### src/rtl/srash_pkg.sv
// Shared definitions for the SPI-flash line refill engine.
//   FLASH_CMD_READ : standard SPI READ opcode
//   SPI_CMD_BITS   : opcode plus 24-bit address, shifted out before data
//   state_e        : refill engine states
package srash_pkg;

  localparam logic [7:0]  FLASH_CMD_READ = 8'h03;
  localparam int unsigned SPI_CMD_BITS   = 32;

  typedef enum logic [1:0] {
    StIdle,
    StCmd,
    StData,
    StGuard
  } state_e;

endpackage

### src/rtl/flash_line_fill_if.sv
// Controller-side refill port of flash_line_fill.
//   req/req_addr                 : refill request from the SRAM controller
//   busy/done                    : transaction status
//   fill_addr/fill_we/fill_idx/
//   fill_wdata                   : line-write path into the SRAM
// master = SRAM controller, slave = refill engine.
interface flash_line_fill_if #(
  parameter int unsigned ADDR_W     = 24,
  parameter int unsigned DATA_W     = 32,
  parameter int unsigned LINE_WORDS = 4
);

  localparam int unsigned IdxW = $clog2(LINE_WORDS);

  logic              req;
  logic [ADDR_W-1:0] req_addr;
  logic              busy;
  logic              done;
  logic [ADDR_W-1:0] fill_addr;
  logic              fill_we;
  logic [IdxW-1:0]   fill_idx;
  logic [DATA_W-1:0] fill_wdata;

  modport master (
    output req, req_addr,
    input  busy, done, fill_addr, fill_we, fill_idx, fill_wdata
  );

  modport slave (
    input  req, req_addr,
    output busy, done, fill_addr, fill_we, fill_idx, fill_wdata
  );

endinterface

### src/rtl/spi_shifter.sv
// SPI mode-0 bit engine: divides clk into SCK, flags the clk edges on which SCK
// rises or falls, shifts TX MSB first on falls and captures RX MSB first on rises.
//   clk, rst : system clock, synchronous active-high reset
//   start    : load tx_load and begin clocking (SCK starts low)
//   stop     : stop clocking after the current edge
//   tx_load  : command/address word to send
//   so       : serial data from the flash
//   sck, si  : SPI clock and master-out data
//   rise     : SCK rises at the coming clk edge (so is sampled there)
//   fall     : SCK falls at the coming clk edge (si advances there)
//   rx_next  : receive register including the bit sampled at a rise edge
module spi_shifter #(
  parameter int unsigned SCK_DIV = 2,
  parameter int unsigned DATA_W  = 32,
  parameter int unsigned TX_W    = 32
) (
  input  logic              clk,
  input  logic              rst,
  input  logic              start,
  input  logic              stop,
  input  logic [TX_W-1:0]   tx_load,
  input  logic              so,
  output logic              sck,
  output logic              si,
  output logic              rise,
  output logic              fall,
  output logic [DATA_W-1:0] rx_next
);

  localparam int unsigned DivW = (SCK_DIV > 1) ? $clog2(SCK_DIV) : 1;

  logic              run_q;
  logic [DivW-1:0]   div_q;
  logic              sck_q;
  logic [TX_W-1:0]   tx_q;
  logic [DATA_W-1:0] rx_q;
  logic              tick;

  // One tick per SCK half-period; each tick toggles SCK.
  assign tick    = run_q && (div_q == DivW'(SCK_DIV - 1));
  assign rise    = tick && !sck_q;
  assign fall    = tick && sck_q;
  assign rx_next = {rx_q[DATA_W-2:0], so};
  assign sck     = sck_q;
  assign si      = tx_q[TX_W-1];

  always_ff @(posedge clk) begin
    if (rst) begin
      run_q <= 1'b0;
      div_q <= '0;
      sck_q <= 1'b0;
      tx_q  <= '0;
      rx_q  <= '0;
    end else if (start) begin
      run_q <= 1'b1;
      div_q <= '0;
      sck_q <= 1'b0;
      tx_q  <= tx_load;
    end else if (run_q) begin
      div_q <= tick ? '0 : div_q + 1'b1;
      if (tick) sck_q <= !sck_q;
      if (rise) rx_q <= rx_next;
      if (fall) tx_q <= {tx_q[TX_W-2:0], 1'b0};
      if (stop) run_q <= 1'b0;
    end
  end

endmodule

### src/rtl/flash_line_fill.sv
// Read-miss refill engine: issues SPI READ (0x03) + line-aligned address to the
// flash, shifts in one SRAM line and writes it word by word, index 0 first.
//   clk, rst    : system clock, synchronous active-high reset
//   bus         : controller-side port (req/req_addr in; busy/done/fill_* out)
//   flash_cs_n  : SPI chip select, active low
//   flash_sck   : SPI clock, mode 0
//   flash_si    : master-out data
//   flash_so    : master-in data
module flash_line_fill
  import srash_pkg::*;
#(
  parameter int unsigned ADDR_W     = 24,
  parameter int unsigned DATA_W     = 32,
  parameter int unsigned LINE_WORDS = 4,
  parameter int unsigned SCK_DIV    = 2,
  parameter int unsigned CS_HI      = 2
) (
  input  logic               clk,
  input  logic               rst,
  flash_line_fill_if.slave   bus,
  output logic               flash_cs_n,
  output logic               flash_sck,
  output logic               flash_si,
  input  logic               flash_so
);

  localparam int unsigned IdxW    = $clog2(LINE_WORDS);
  localparam int unsigned WbitW   = $clog2(DATA_W);
  localparam int unsigned CmdCntW = $clog2(SPI_CMD_BITS);
  localparam int unsigned GuardW  = (CS_HI > 1) ? $clog2(CS_HI) : 1;
  localparam int unsigned OffW    = $clog2(LINE_WORDS * DATA_W / 8);
  localparam logic [ADDR_W-1:0] AlignMask = {ADDR_W{1'b1}} << OffW;

  state_e              state_q, state_d;
  logic [CmdCntW-1:0]  cmd_cnt_q, cmd_cnt_d;
  logic [WbitW-1:0]    wbit_q, wbit_d;
  logic [IdxW-1:0]     word_q, word_d;
  logic [GuardW-1:0]   guard_q, guard_d;
  logic [ADDR_W-1:0]   fill_addr_q, fill_addr_d;
  logic                fill_we_q, fill_we_d;
  logic [IdxW-1:0]     fill_idx_q, fill_idx_d;
  logic [DATA_W-1:0]   fill_wdata_q, fill_wdata_d;
  logic                done_q, done_d;

  logic                start;
  logic                stop;
  logic                sck_rise;
  logic                sck_fall;
  logic [DATA_W-1:0]   rx_next;

  spi_shifter #(
    .SCK_DIV (SCK_DIV),
    .DATA_W  (DATA_W),
    .TX_W    (SPI_CMD_BITS)
  ) u_shifter (
    .clk     (clk),
    .rst     (rst),
    .start   (start),
    .stop    (stop),
    .tx_load ({FLASH_CMD_READ, bus.req_addr & AlignMask}),
    .so      (flash_so),
    .sck     (flash_sck),
    .si      (flash_si),
    .rise    (sck_rise),
    .fall    (sck_fall),
    .rx_next (rx_next)
  );

  always_comb begin
    state_d      = state_q;
    cmd_cnt_d    = cmd_cnt_q;
    wbit_d       = wbit_q;
    word_d       = word_q;
    guard_d      = guard_q;
    fill_addr_d  = fill_addr_q;
    fill_we_d    = 1'b0;
    fill_idx_d   = fill_idx_q;
    fill_wdata_d = fill_wdata_q;
    done_d       = 1'b0;
    start        = 1'b0;
    stop         = 1'b0;

    unique case (state_q)
      StIdle: begin
        if (bus.req) begin
          start       = 1'b1;
          fill_addr_d = bus.req_addr & AlignMask;
          fill_idx_d  = '0;
          cmd_cnt_d   = '0;
          wbit_d      = '0;
          word_d      = '0;
          state_d     = StCmd;
        end
      end
      StCmd: begin
        // Bit counters advance on SCK falls, i.e. once each bit is complete.
        if (sck_fall) begin
          if (cmd_cnt_q == CmdCntW'(SPI_CMD_BITS - 1)) state_d = StData;
          else cmd_cnt_d = cmd_cnt_q + 1'b1;
        end
      end
      StData: begin
        // The last bit of a word is sampled on this rise; write it straight out.
        if (sck_rise && wbit_q == WbitW'(DATA_W - 1)) begin
          fill_we_d    = 1'b1;
          fill_idx_d   = word_q;
          fill_wdata_d = rx_next;
        end
        if (sck_fall) begin
          if (wbit_q == WbitW'(DATA_W - 1)) begin
            wbit_d = '0;
            if (word_q == IdxW'(LINE_WORDS - 1)) begin
              stop    = 1'b1;
              guard_d = '0;
              state_d = StGuard;
            end else begin
              word_d = word_q + 1'b1;
            end
          end else begin
            wbit_d = wbit_q + 1'b1;
          end
        end
      end
      StGuard: begin
        if (guard_q == GuardW'(CS_HI - 1)) begin
          done_d  = 1'b1;
          state_d = StIdle;
        end else begin
          guard_d = guard_q + 1'b1;
        end
      end
      default: state_d = StIdle;
    endcase
  end

  always_ff @(posedge clk) begin
    if (rst) begin
      state_q      <= StIdle;
      cmd_cnt_q    <= '0;
      wbit_q       <= '0;
      word_q       <= '0;
      guard_q      <= '0;
      fill_addr_q  <= '0;
      fill_we_q    <= 1'b0;
      fill_idx_q   <= '0;
      fill_wdata_q <= '0;
      done_q       <= 1'b0;
    end else begin
      state_q      <= state_d;
      cmd_cnt_q    <= cmd_cnt_d;
      wbit_q       <= wbit_d;
      word_q       <= word_d;
      guard_q      <= guard_d;
      fill_addr_q  <= fill_addr_d;
      fill_we_q    <= fill_we_d;
      fill_idx_q   <= fill_idx_d;
      fill_wdata_q <= fill_wdata_d;
      done_q       <= done_d;
    end
  end

  assign flash_cs_n     = (state_q == StIdle) || (state_q == StGuard);
  assign bus.busy       = (state_q != StIdle);
  assign bus.done       = done_q;
  assign bus.fill_addr  = fill_addr_q;
  assign bus.fill_we    = fill_we_q;
  assign bus.fill_idx   = fill_idx_q;
  assign bus.fill_wdata = fill_wdata_q;

endmodule

### src/flat_wrapper.sv
// flat-port wrapper written by rule: the top's interface ports become plain ports
module flash_line_fill_flat import srash_pkg::*;
#(
  parameter int unsigned ADDR_W     = 24,
  parameter int unsigned DATA_W     = 32,
  parameter int unsigned LINE_WORDS = 4,
  parameter int unsigned SCK_DIV    = 2,
  parameter int unsigned CS_HI      = 2
)
  (clk, rst, flash_cs_n, flash_sck, flash_si, flash_so, bus_req, bus_req_addr, bus_busy, bus_done, bus_fill_addr, bus_fill_we, bus_fill_idx, bus_fill_wdata);
  flash_line_fill_if #(.ADDR_W(ADDR_W), .DATA_W(DATA_W), .LINE_WORDS(LINE_WORDS)) bus_i ();
  input  logic clk;
  input  logic rst;
  output logic flash_cs_n;
  output logic flash_sck;
  output logic flash_si;
  input  logic flash_so;
  input wire logic [$bits(bus_i.req)-1:0] bus_req;
  input wire logic [$bits(bus_i.req_addr)-1:0] bus_req_addr;
  output wire logic [$bits(bus_i.busy)-1:0] bus_busy;
  output wire logic [$bits(bus_i.done)-1:0] bus_done;
  output wire logic [$bits(bus_i.fill_addr)-1:0] bus_fill_addr;
  output wire logic [$bits(bus_i.fill_we)-1:0] bus_fill_we;
  output wire logic [$bits(bus_i.fill_idx)-1:0] bus_fill_idx;
  output wire logic [$bits(bus_i.fill_wdata)-1:0] bus_fill_wdata;
  assign bus_i.req = bus_req;
  assign bus_i.req_addr = bus_req_addr;
  assign bus_busy = bus_i.busy;
  assign bus_done = bus_i.done;
  assign bus_fill_addr = bus_i.fill_addr;
  assign bus_fill_we = bus_i.fill_we;
  assign bus_fill_idx = bus_i.fill_idx;
  assign bus_fill_wdata = bus_i.fill_wdata;
  flash_line_fill #(.ADDR_W(ADDR_W), .DATA_W(DATA_W), .LINE_WORDS(LINE_WORDS), .SCK_DIV(SCK_DIV), .CS_HI(CS_HI)) u_core (.clk(clk), .rst(rst), .bus(bus_i), .flash_cs_n(flash_cs_n), .flash_sck(flash_sck), .flash_si(flash_si), .flash_so(flash_so));
endmodule
### config.mk
export PLATFORM = sky130hd
export DESIGN_NAME = flash_line_fill_flat
export DESIGN_NICKNAME = d
export VERILOG_FILES = /design/src/rtl/srash_pkg.sv /design/src/rtl/flash_line_fill_if.sv /design/src/rtl/spi_shifter.sv /design/src/rtl/flash_line_fill.sv /design/src/flat_wrapper.sv
export SDC_FILE = /design/constraint.sdc
export NUM_CORES = 1
export LEC_CHECK = 0
export BUFFER_PORTS_ARGS = -buffer_cell sky130_fd_sc_hd__buf_2
export CORE_MARGIN = 8
export CORE_UTILIZATION = 56
export DETAILED_ROUTE_END_ITERATION = 7
export PLACE_DENSITY = 0.79
export SLEW_MARGIN = 10
export SYNTH_ARGS = -nofsm -noshare
export SYNTH_HDL_FRONTEND = slang
export SYNTH_HIERARCHICAL = 1
export SYNTH_SLANG_ARGS = --single-unit
### constraint.sdc
create_clock -name clk -period 4 [get_ports clk]
set_input_delay 0.2 -clock clk [delete_from_list [all_inputs] [get_ports clk]]
set_output_delay 0.2 -clock clk [all_outputs]
set_load 0.02 [all_outputs]
After elaboration in Yosys (flattened, before gate mapping)
Index checks and enable logic that the tools add are counted.
- bits in registers: 133
- input bits: 28
- output and inout bits: 64
- word-level logic and storage cells: 110
- $add $sub $neg: 5
- equality and inequality tests: 16
- mux-type cells: 42
- bitwise operators: 3
- reduce and logical (&&, ||, !) cells: 28
- operators by type and width (cell ; count):
    $mux W26 ; 3
    $mux W5 ; 5
    $mux W2 ; 12
    $pmux W5 S2 ; 2
    $mux W1 ; 16
    $ne A2 B1 Y1 const B ; 7
    $reduce_bool A2 Y1 ; 6
    $add A5 B1 Y5 const B ; 2
    $eq A5 B5 Y1 const B ; 2
    $reduce_and A2 Y1 ; 5
    $reduce_and A3 Y1 ; 3
    $pmux W2 S2 ; 2
    $pmux W2 S4 ; 1
    $reduce_and A4 Y1 ; 2
    $reduce_and A7 Y1 ; 1
    $eq A2 B2 Y1 const B ; 3
    $ne A2 B2 Y1 const B ; 3
    $reduce_or A2 Y1 ; 3
    $reduce_and A5 Y1 ; 1
    $logic_and A1 B1 Y1 ; 4
    $not A1 Y1 ; 3
    $add A1 B1 Y1 const B ; 2
    $add A2 B1 Y2 const B ; 1
    $eq A2 B1 Y1 const B ; 1
    4 further kinds ; 4

Depth between registers and ports, before layout
Gate-level depths: netlist (run 1).
- word-level depth: 8
- mapped depth: 11

Cells and area by module
The synthesis (run 1) kept the hierarchy.
- by module, submodules not included (module ; times used ; cells each ; area an instance (sq um) ; sequential area each (sq um)):
    flash_line_fill ; 1 ; 356 ; 2876.5 ; 1421.4
    spi_shifter ; 1 ; 327 ; 2866.5 ; 1321.3

Least setup slack after synthesis (run 1)
Ideal clock, no wire load.
- kind: flip-flop to flip-flop
- start: register u_core.state_q[0]
- end: register u_core.u_shifter.rx_q[0]
- library setup time: 72 ps
- arrival time: 1923 ps
- required time: 3928 ps
- path slack: 2005 ps
- stages on the path, launching flop included: 12
- period minus slack after synthesis: 1995 ps
- cells stage by stage: dfxtp_1 inv_1 ha_1 buf_6 nand2_1 inv_1 clkbuf_1 buf_2 nand4bb_1 clkbuf_1 nand2_1 a21oi_1
- cells in the longest elaborated chain, start to end: 4
- RTL lines (item ; line ; text):
    start: declaration ; flash_line_fill.sv:34 ; state_e state_q, state_d;
    start signal: assignment ; flash_line_fill.sv:138 ; state_q <= StIdle;
    start signal: assignment ; flash_line_fill.sv:149 ; state_q <= state_d;
    $logic_not A2 Y1 ; flash_line_fill.sv:83 ; unique case (state_q)
    $mux W1 ; flash_line_fill.sv:83 ;
    named net u_core.start ; flash_line_fill.sv:45 ; logic start;
    $not A1 Y1 (no source line) ; -- ;
    $reduce_and A3 Y1 (no source line) ; -- ;
    end signal: assignment ; spi_shifter.sv:62 ; if (rise) rx_q <= rx_next;
    end: declaration ; spi_shifter.sv:36 ; logic [DATA_W-1:0] rx_q;
The timed path passes the listed nets, and every way through them passes these cells.
A chain may end at the register's enable or synchronous reset.

Final worst setup path (run 1)
- start: register u_core.state_q[0]
- end: register u_core.u_shifter.rx_q[23]
- cells in the longest elaborated chain, start to end: 4
- RTL lines (item ; line):
    $logic_not A2 Y1 ; flash_line_fill.sv:83
    $mux W1 ; flash_line_fill.sv:83
    $not A1 Y1 (no source line) ; --
    $reduce_and A3 Y1 (no source line) ; --
No other way between the ends.

==> results of run 1 <==
cell usage after synthesis, types with 6 or more instances:
library cell	count
buf_2	18
a221oi_2	28
buf_4	6
dfxtp_1	137
ha_1	9
inv_1	40
a21oi_2	18
xnor2_1	6
nor2b_1	6
a21oi_1	106
nor2_1	19
nand2_1	206
clkbuf_1	22
sequential cells by signal (all words and copies together) (netlist names), 2 cells and up:
name,cells
u_core/cmd_cnt_q,5
u_core/bus.fill_addr,20
u_core/word_q,2
u_core/u_shifter/tx_q,32
u_core/state_q,2
u_core/bus.fill_wdata,32
u_core/u_shifter/rx_q,31
u_core/bus.fill_idx,2
u_core/wbit_q,5
power by group through the flow:
| stage | sequential (mW) | clock (mW) | combinational, mW |
|---|---|---|---|
| floorplan | 1.68 | 0 | 0.746 |
| global placement | 1.64 | 0 | 0.911 |
| detailed placement | 1.65 | 0 | 0.947 |
| CTS | 1.62 | 1.66 | 0.981 |
| global route | 1.65 | 1.73 | 1.07 |
| finish | 1.63 | 1.63 | 0.980 |
cell type report:
class | count | area [µm²]
clock buffer | 22 | 463
clock inverter | 10 | 165
fill | 772 | 3140
inverter | 41 | 156
multi-input combinational | 465 | 2620
sequential | 137 | 2740
tap | 136 | 170
timing repair buffer | 111 | 681
worst reg2reg max path, stage by stage, from the launching register on:
cell,delay (ns)
dfxtp_1,0.38
inv_1,0.09
ha_1,0.32
nand2_1,0.60
clkinv_2,0.44
and4bb_2,0.83
nand2_1,0.14
a21oi_1,0.15
kinds of logic (layout without fill, tap and decap cells):
group	count (synthesis)	count (layout)	share of synthesized area (%)
flops	137	137	47.8
xor+xnor	7	7	1.07
compound gates	167	167	21.5
mux	6	6	1.26
fa+ha+maj	9	9	1.96
other cells	2	16	0.131
simple gates	260	260	18.8
buf+inv	95	184	7.54
final timing paths:
kind,startpoint,end,cells after the start
hold reg to reg,u_core/bus.fill_addr[12],u_core/bus.fill_addr[12],2
setup / recovery,u_core/state_q[0],u_core/u_shifter/rx_q[23],7
setup reg to reg,u_core/state_q[0],u_core/u_shifter/rx_q[23],7
hold / removal,bus_req,u_core/wbit_q[4],4
metal layers:
layer  GRT usage, %  vias up  wire length, µm
met5              0        -                0
met4           8.36        0              206
met3           5.18       19              750
met2           34.1      127             6420
met1           21.8     2242             5410
li1               -     2418                -
stage by stage:
step / std cells / util, % / hold slack (ns) / area [µm²] / setup slack [ns]
final: 922 / 69.0 / 0.221 / 7000 / 0.981
after global routing: 922 / 69.0 / 0.205 / 7000 / 0.725
after CTS: 922 / 69.0 / 0.193 / 7000 / 0.966
after detailed placement: 869 / 60.8 / 0.444 / 6160 / 0.990
after global placement: 869 / 60.8 / 0.438 / 6160 / 1.15
after floorplan: 697 / - / 0.336 / 5800 / 2.00
==> metrics, run 1 <==
status complete, no violations; most frequent cells in the layout nand2_1, dfxtp_1, a21oi_1, buf_2, inv_1; Int Pwr between 2 and 3 mW; Post-synth EDFFs 0; Root Driver clkbuf_8; commonest non-fill, non-tap cell in the layout nand2_1; # DRC 0; via count slightly below 5,000; initial antenna violation count 0; die extent in x 117 µm; fin crit share 75.5%; core area 10,100 µm²; Layout Area Growth over Synthesis 21.9%; Cell variety after synth 42; Final Hold Viols 0; Port Buffer Count 83; critical path class flip-flop to flip-flop; sw frac 30.3%; Mapped Cells between 600 and 700; Sink Count 137; unrepaired setup endpoints after global routing false; R2R Setup Slk 0.98 ns; Yosys Warn Count 6; Clock Path Buffers 2; starting density of the core between 50% and 60%; vias per cell 5.21; total grt overflow 0; top_reg_cell synth dfxtp_1; fmax 0.331 GHz; first drt pass iteration count 5; drt initial violations around 300; register share of total power between 30% and 40%; CTS tree done; top cell type's share of synthesized area 47.8%; die area roughly 14,000 µm²; synth top area cells dfxtp_1, nand2_1, a21oi_1; max_cap viols 0; IO Pins ~90; Total Routing Usage GR 19.5%; Clk pwr share between 30 and 40%; hold buffers post-CTS 21; syn avg cell area about 8.4 µm²; Final #Nets just over 800; Setup Viol. Count Final 0; routed length per instance 13.9 µm; CP startpoint kind flip-flop; cts bufs inserted 17; Slew Limit Fails 0; H-tree levels 4; CP peak stage delay approximately 0.83 ns; #FFs+latches synth 137; vias in the first global route roughly 4,800; Setup TNS 0 ns; combinational power share 23.1%; PD cells around 610 nW/µm²; row cnt 37; chip height between 100 and 150 µm; Detailed Place HPWL slightly below 8000 µm; layout cells sized above 1 approximately 22%; Worst-Margin Slew between 1 and 1.5 ns; final WL ~13,000 µm; Total Power between 4 and 5 mW; Psw 1.28 mW; cells along the critical path inv_1 -> ha_1 -> nand2_1 -> clkinv_2 -> and4bb_2 -> nand2_1 -> a21oi_1; gpl congestion about 0.78; worst hold path type primary input to flip-flop; post_cts resized 0; post-CTS setup buffer count 0; Antenna Cells 0; crit path max-delay cell type and4bb_2; pin count of the biggest net entering global routing 98; Largest delay share family, worst path simple AND/OR/NAND/NOR gates; crit-path max FO 31; global-route wire length before repair 21,300 µm; WP buf/inv 2; post-route minimum period 3.02 ns; Lkg Pwr 2.80 nW; antenna-violating nets left 0; CP required 4.43 ns; ys async rst share 0%; most frequent CP cell nand2_1; sequential area share after synthesis 47.8%; cell accounting for the most synthesized area dfxtp_1; clk_lat worst skew 0.52 ns; Clk pin slew, worst setup/hold paths 0.06 ns; Max IR drop VDD roughly 0.35 mV; post-synthesis cell area 5740 µm²; Rel. slew slack around 25%; CP endpoint kind flip-flop; critical path arrival roughly 3.5 ns; Setup Skew 0.00608 ns
No activity file was read; power rests on OpenSTA's default activity.
==> inputs of run 2 (changes only) <==
--- a/config.mk
+++ b/config.mk
@@ -5,11 +5,12 @@
 export SDC_FILE = /design/constraint.sdc
 export NUM_CORES = 1
 export LEC_CHECK = 0
+export ABC_AREA = 1
 export BUFFER_PORTS_ARGS = -buffer_cell sky130_fd_sc_hd__buf_2
 export CORE_MARGIN = 8
-export CORE_UTILIZATION = 56
+export CORE_UTILIZATION = 51
 export DETAILED_ROUTE_END_ITERATION = 7
-export PLACE_DENSITY = 0.79
+export PLACE_DENSITY = 0.76
 export SLEW_MARGIN = 10
 export SYNTH_ARGS = -nofsm -noshare
 export SYNTH_HDL_FRONTEND = slang
==> constraint.sdc (replaced) <==
create_clock -name clk -period 2.4 [get_ports clk]
set_input_delay 0.12 -clock clk [delete_from_list [all_inputs] [get_ports clk]]
set_output_delay 0.12 -clock clk [all_outputs]
set_load 0.02 [all_outputs]
==> run 2 against run 1 <==
Die area up 11%. Register-to-register slack lost 0.62 ns. Worst setup slack got worse by 0.62 ns. Worst hold slack worse by 0.18 ns. Critical path type unchanged. Critical endpoint is now u_core/u_shifter/tx_q[2]. Area after synthesis increased by 3.1%. Via count increased by 9.4%. Design area up 1.5%. First-iteration DRC count rose by 55%. Core utilization is 6.5 points lower. Non-clock buffer count grew 4.
==> metrics, run 2 <==
multiplexer area fraction after synthesis 0% (-1.3 points); cell accounting for the most synthesized area dfxtp_1; max_cap viols 0 (unchanged); Setup TNS 0 ns (unchanged); post-layout util 62.5% (-6.5 points); fmax 0.490 GHz (+48%); chip height 124 µm (+5.5%); Synth Area in Compound Gates 8.56% (-13 points); Total Power 6.75 mW (+59%); unrepaired setup endpoints after global routing false; Final #Nets 975 (+20%); gpl congestion 0.812 (+4.2%); CTS tree done; IO Pins 92 (unchanged); Max IR drop VDD 0.490 mV (+41%); post-route cell area 7110 µm² (+1.5%); main combinational cell family by area after synthesis simple AND/OR/NAND/NOR gates; antenna-violating nets left 0 (unchanged); Layout Area Growth over Synthesis 20.0%; synth top area cells dfxtp_1, nand2_1, nor2_1; post-synthesis cell area 5920 µm² (+3.1%); # DRC 0 (unchanged); Mapped Cells 843 (+23%); cts bufs inserted 17 (unchanged); total grt overflow 0 (unchanged); PD cells 950 nW/µm² (+57%); ys async rst share 0% (unchanged); post_cts resized 0 (unchanged); Clock Path Buffers 2 (unchanged); critical path class flip-flop to flip-flop; top_reg_cell synth dfxtp_1; critical path arrival 2.38 ns (-1.07 ns); post-CTS setup buffer count 0 (unchanged); Total Routing Usage GR 18.0% (-1.4 points); Synth Area in Adders 1.90% (-0.060 points); fin crit share 85.1% (+9.6 points); initial antenna violation count 0 (unchanged); PnR worst setup slack 0.359 ns (-0.622 ns); global-route wire length before repair 22,500 µm (+5.5%); fillcell total 1,032 (+34%); Root Driver clkbuf_16; CP endpoint kind flip-flop; Rel. slew slack 43.7% (+19 points); vias in the first global route 4,948 (+2.9%); Yosys Warn Count 6 (unchanged); clk_lat worst skew 0.41 ns (-0.11 ns); vias per cell 4.81 (-7.8%); Placed Area 6380 µm² (+3.6%); worst hold path type primary input to flip-flop; top cell type's share of synthesized area 46.3% (-1.5 points); starting density of the core 52.1% (-4.5 points); Antenna Cells 0 (unchanged); pin count of the biggest net entering global routing 33 (-66%); Cell variety after synth 30 (-29%); core area 11,400 µm² (+12%); routed length per instance 11.9 µm (-14%); Hold Path Stages 3 (-1); Lkg Pwr 3.26 nW (+16%); most common cell in the synthesized netlist nand2_1; CP startpoint kind flip-flop; syn avg cell area 7.03 µm² (-16%); row cnt 39 (+5.4%); Setup Viol. Count Final 0 (unchanged); Slew Limit Fails 0 (unchanged); CP required 2.74 ns (-1.69 ns); Post-synth EDFFs 0 (unchanged); H-tree levels 4 (unchanged); Sink Count 137 (unchanged); #FFs+latches synth 137 (unchanged); sequential area share after synthesis 46.3% (-1.5 points); reg2reg path depth 9 (+2); die area 15,300 µm² (+11%); # placed instances 1,043 (+20%); commonest non-fill, non-tap cell in the layout nand2_1; Clk pin slew, worst setup/hold paths 0.06 ns (about the same); final WL 13,100 µm (+2.3%); simple-gate share of the synthesized area 34.0% (+15 points); layout cells sized above 1 16.4% (-5.9 points); drt initial violations 468 (+55%); Detailed Place HPWL 8240 µm (+5.0%); crit-path max FO 31 (unchanged); Setup Skew 0.00486 ns (-0.00122 ns); dpl ws 0.381 ns (-0.609 ns); status complete, no violations; Port Buffer Count 83 (unchanged); most frequent cells in the layout nand2_1, dfxtp_1, nor2_1, buf_2, nand3_1; post-synthesis xor/xnor area fraction 0% (-1.1 points); via count 5,257 (+9.4%); post-route minimum period 2.04 ns (-0.978 ns); die extent in x 124 µm (+5.5%); Worst-Margin Slew 0.843 ns (-0.287 ns); Post-synth top cells nand2_1, dfxtp_1, nor2_1, nand3_1, inv_1; Final Hold Viols 0 (unchanged); first drt pass iteration count 4 (-1); hold slack 0.0373 ns (-0.184 ns); Cell Count, Final, Fillers Out 1,094 (+19%)
## run 2: cell types whose count changed in the layout (fill, tap and decap cells not counted), sizes merged, moves of 6 or more
cell	previous run	this run
nor2	19	132
a21oi	124	49
nand3	7	74
nand2	206	258
a221oi	30	0
inv	40	66
o21ai	3	26
o21a	0	14
or2	1	12
clkinv	4	11
buf	90	96
mux2i	6	0
nor2b	6	0
xnor2	6	0
## run 2: logic make-up (layout without fill, tap and decap cells)
kind of cell,count (synthesis),after routing
and+or+nand+nor,485,485
AOI/OAI and AO/OA,92,92
adders and majority gates,9,9
buffers and inverters,118,212
DFF,137,137
other,2,16
## run 2: final timing paths
| path | start | end | slack, ns |
|---|---|---|---|
| worst max-delay path | u_core/state_q[0] | u_core/u_shifter/tx_q[2] | 0.36 |
| worst min-delay path | bus_req_addr[19] | u_core/bus.fill_addr[19] | 0.04 |
| worst max register to register | u_core/state_q[0] | u_core/u_shifter/tx_q[2] | 0.36 |
| worst min register to register | u_core/u_shifter/tx_q[27] | u_core/u_shifter/tx_q[27] | 0.44 |
## run 2: critical path, cell delays in order (launching register included)
cell and delay (ns):
dfxtp_1 0.34, inv_1 0.09, ha_1 0.30, nand2_1 0.13, inv_2 0.34, inv_2 0.12, nand2_1 0.09, buf_4 0.32
nand2_1 0.08, a21oi_1 0.15
## run 2: repair_timing
item / 4_1_cts / 5_1_grt
endpoints found under the hold margin: 19 / 0
endpoints found under the setup margin: 0 / 0
hold buffers: 19 / 0
## run 2: where the power goes
| part | internal [mW] | switching [mW] |
|---|---|---|
| combinational | 0.590 | 1.14 |
| clock | 1.36 | 0.958 |
| sequential | 2.55 | 0.153 |
| total | 4.50 | 2.25 |
## run 2: layer usage
metal | share of wire (%) | GRT usage [%] | up-vias
met4 | 1.8 | 7.52 | 0
met2 | 48 | 30.2 | 96
met5 | 0 | 0 | -
li1 | - | - | 2802
met1 | 47 | 21.5 | 2341
met3 | 4.1 | 4.76 | 18
## run 2: cell type report
class,count,area [µm²],share of cell area (%)
flip-flops and latches,137,2740,38.6
multi-input cells,602,2690,37.9
repair buffers,115,716,10.1
clock buffers,19,453,6.37
inverters,65,244,3.43
well taps,143,179,2.52
clock inverters,13,78.8,1.11
==> inputs of run 3 (changes only) <==
--- a/config.mk
+++ b/config.mk
@@ -11,6 +11,7 @@
 export CORE_UTILIZATION = 51
 export DETAILED_ROUTE_END_ITERATION = 7
 export PLACE_DENSITY = 0.76
+export REMOVE_ABC_BUFFERS = 1
 export SLEW_MARGIN = 10
 export SYNTH_ARGS = -nofsm -noshare
 export SYNTH_HDL_FRONTEND = slang
==> run 3 against run 2 <==
Maximum frequency fell by 4.7%. Register-to-register slack worse by 0.10 ns. Worst hold slack got worse by 0.027 ns. Highest routed layer unchanged. Sequential power about the same.
==> metrics, run 3 (synthesis results as in run 2) <==
fmax 0.467 GHz (-4.7%); cts bufs inserted 17 (unchanged); clk_lat worst skew 0.42 ns (about the same); worst hold path type primary input to flip-flop; Lkg Pwr 3.26 nW (+0.16%); most frequent cells in the layout nand2_1, dfxtp_1, nor2_1, buf_2, nand3_1; Antenna Cells 0 (unchanged); R2R Setup Slk 0.26 ns (-0.10 ns); Slew Limit Fails 0 (unchanged); crit-path max FO 31 (unchanged); hold buffers post-CTS 19 (unchanged); post_cts resized 0 (unchanged); Final Hold Viols 0 (unchanged); vias per cell 4.86 (+1.1%); layout cells sized above 1 16.1% (-0.28 points); CP required 2.75 ns (about the same); # placed instances 1,042 (-0.096%); CTS tree done; Final #Nets 974 (-0.10%); max_cap viols 0 (unchanged); cells along the critical path inv_1 -> ha_1 -> nand2_1 -> inv_2 -> nor3_4 -> nor2_1 -> nor2_1; Setup Viol. Count Final 0 (unchanged); hold path start bus_req_addr[4]; Hold EP u_core/bus.fill_addr[4]; most frequent CP cell nor2_1; # DRC 0 (unchanged); reg2reg end u_core/u_shifter/rx_q[0]; Setup Skew 0.00741 ns (+0.00255 ns); fillcell total 1,035 (+0.29%); vias in the first global route 4,956 (+0.16%); global-route wire length before repair 22,300 µm (-0.89%); pin count of the biggest net entering global routing 47 (+42%); RR Startpoint u_core/state_q[0]; total grt overflow 0 (unchanged); post-CTS setup buffer count 0 (unchanged); Seq. cell area 2740 µm² (unchanged); Setup TNS 0 ns (unchanged); fin crit share 89.2% (+4.2 points); Total Routing Usage GR 18.0% (-0.058 points); hold slack 0.00978 ns (-0.0275 ns); gpl congestion 0.802 (-1.2%); starting density of the core 52.1% (unchanged); H-tree levels 4 (unchanged); CP peak stage delay 0.94 ns (+0.60 ns); status complete, no violations; critical path arrival 2.49 ns (+0.11 ns); Sink Count 137 (unchanged); via count 5,307 (+0.95%); Clock Path Buffers 2 (unchanged); Rel. slew slack 22.2% (-22 points); Port Buffer Count 83 (unchanged); PD cells 983 nW/µm² (+3.5%); Cell Count, Final, Fillers Out 1,092 (-0.18%); Worst-Margin Slew 1.16 ns (+0.321 ns); die extent in x 124 µm (unchanged); initial antenna violation count 0 (unchanged); die area 15,300 µm² (unchanged); core area 11,400 µm² (unchanged); Hold Path Stages 3 (unchanged); final WL 13,300 µm (+1.7%); CP startpoint kind flip-flop; critical path class flip-flop to flip-flop; Max IR drop VDD 0.795 mV (+62%); reg2reg path depth 7 (-2); Detailed Place HPWL 8320 µm (+0.97%); chip height 124 µm (unchanged); IO Pins 92 (unchanged); drt initial violations 324 (-31%); Multi-input gate area 2700 µm² (+0.23%); unrepaired setup endpoints after global routing false; crit path max-delay cell type nor3_4; Root Driver clkbuf_16; Layout Area Growth over Synthesis 21.2%; Clk pin slew, worst setup/hold paths 0.06 ns (about the same); routed length per instance 12.2 µm (+1.9%); antenna-violating nets left 0 (unchanged); commonest non-fill, non-tap cell in the layout nand2_1; first drt pass iteration count 5 (+1); Total Power 7.06 mW (+4.6%); row cnt 39 (unchanged); post-route minimum period 2.14 ns (+0.100 ns); CP endpoint kind flip-flop
run 3: final cells by class:
type / count / area share [%]
clock buffer: 19 / 6.17
timing repair buffer: 114 / 10.0
multi-input combinational: 602 / 37.6
inverter: 65 / 3.40
tap: 143 / 2.49
sequential: 137 / 38.2
clock inverter: 12 / 2.09
run 3: through the flow:
stage | worst slack [ns] | area [µm²] | utilization [%]
finish | 0.259 | 7180 | 63.1
detailed placement | 0.281 | 6390 | 56.2
floorplan | -0.665 | 5680 | -
global placement | 0.346 | 6390 | 56.2
global route | 0.0335 | 7180 | 63.1
CTS | 0.250 | 7180 | 63.1
run 3: per-layer routing:
metal  vias up  GRT usage (%)  part of all wire [%]
li1       2798              -                     -
met1      2372           21.3                    45
met2       117           29.6                    48
met3        20           4.76                   5.1
met4         0           9.18                   1.9
met5         -              0                     0
run 3: how the worst max path moves through the flow:
stage,from,end,slack (ns),cells after the start
after floorplan,u_core/state_q[0],u_core/u_shifter/tx_q[10],-0.66,8
after global placement,u_core/state_q[0],u_core/u_shifter/rx_q[24],0.35,7
after detailed placement,u_core/state_q[0],u_core/u_shifter/rx_q[12],0.28,7
after CTS,u_core/state_q[0],u_core/u_shifter/rx_q[0],0.25,7
after global routing,u_core/state_q[0],u_core/u_shifter/rx_q[0],0.03,7
final,u_core/state_q[0],u_core/u_shifter/rx_q[0],0.26,7
run 3: power by group:
part,switching (mW),internal (mW),leakage [nW]
Clock,0.961,1.65,0.285
Sequential,0.153,2.55,1.11
Combinational,1.15,0.600,1.87
run 3: worst max-delay path, delay by kind of cell, from the launching register on:
kind          cells  cell delay (ns)
fa+ha+maj         1             0.21
buf+inv           2             0.18
flops             1             0.38
simple gates      4             1.30
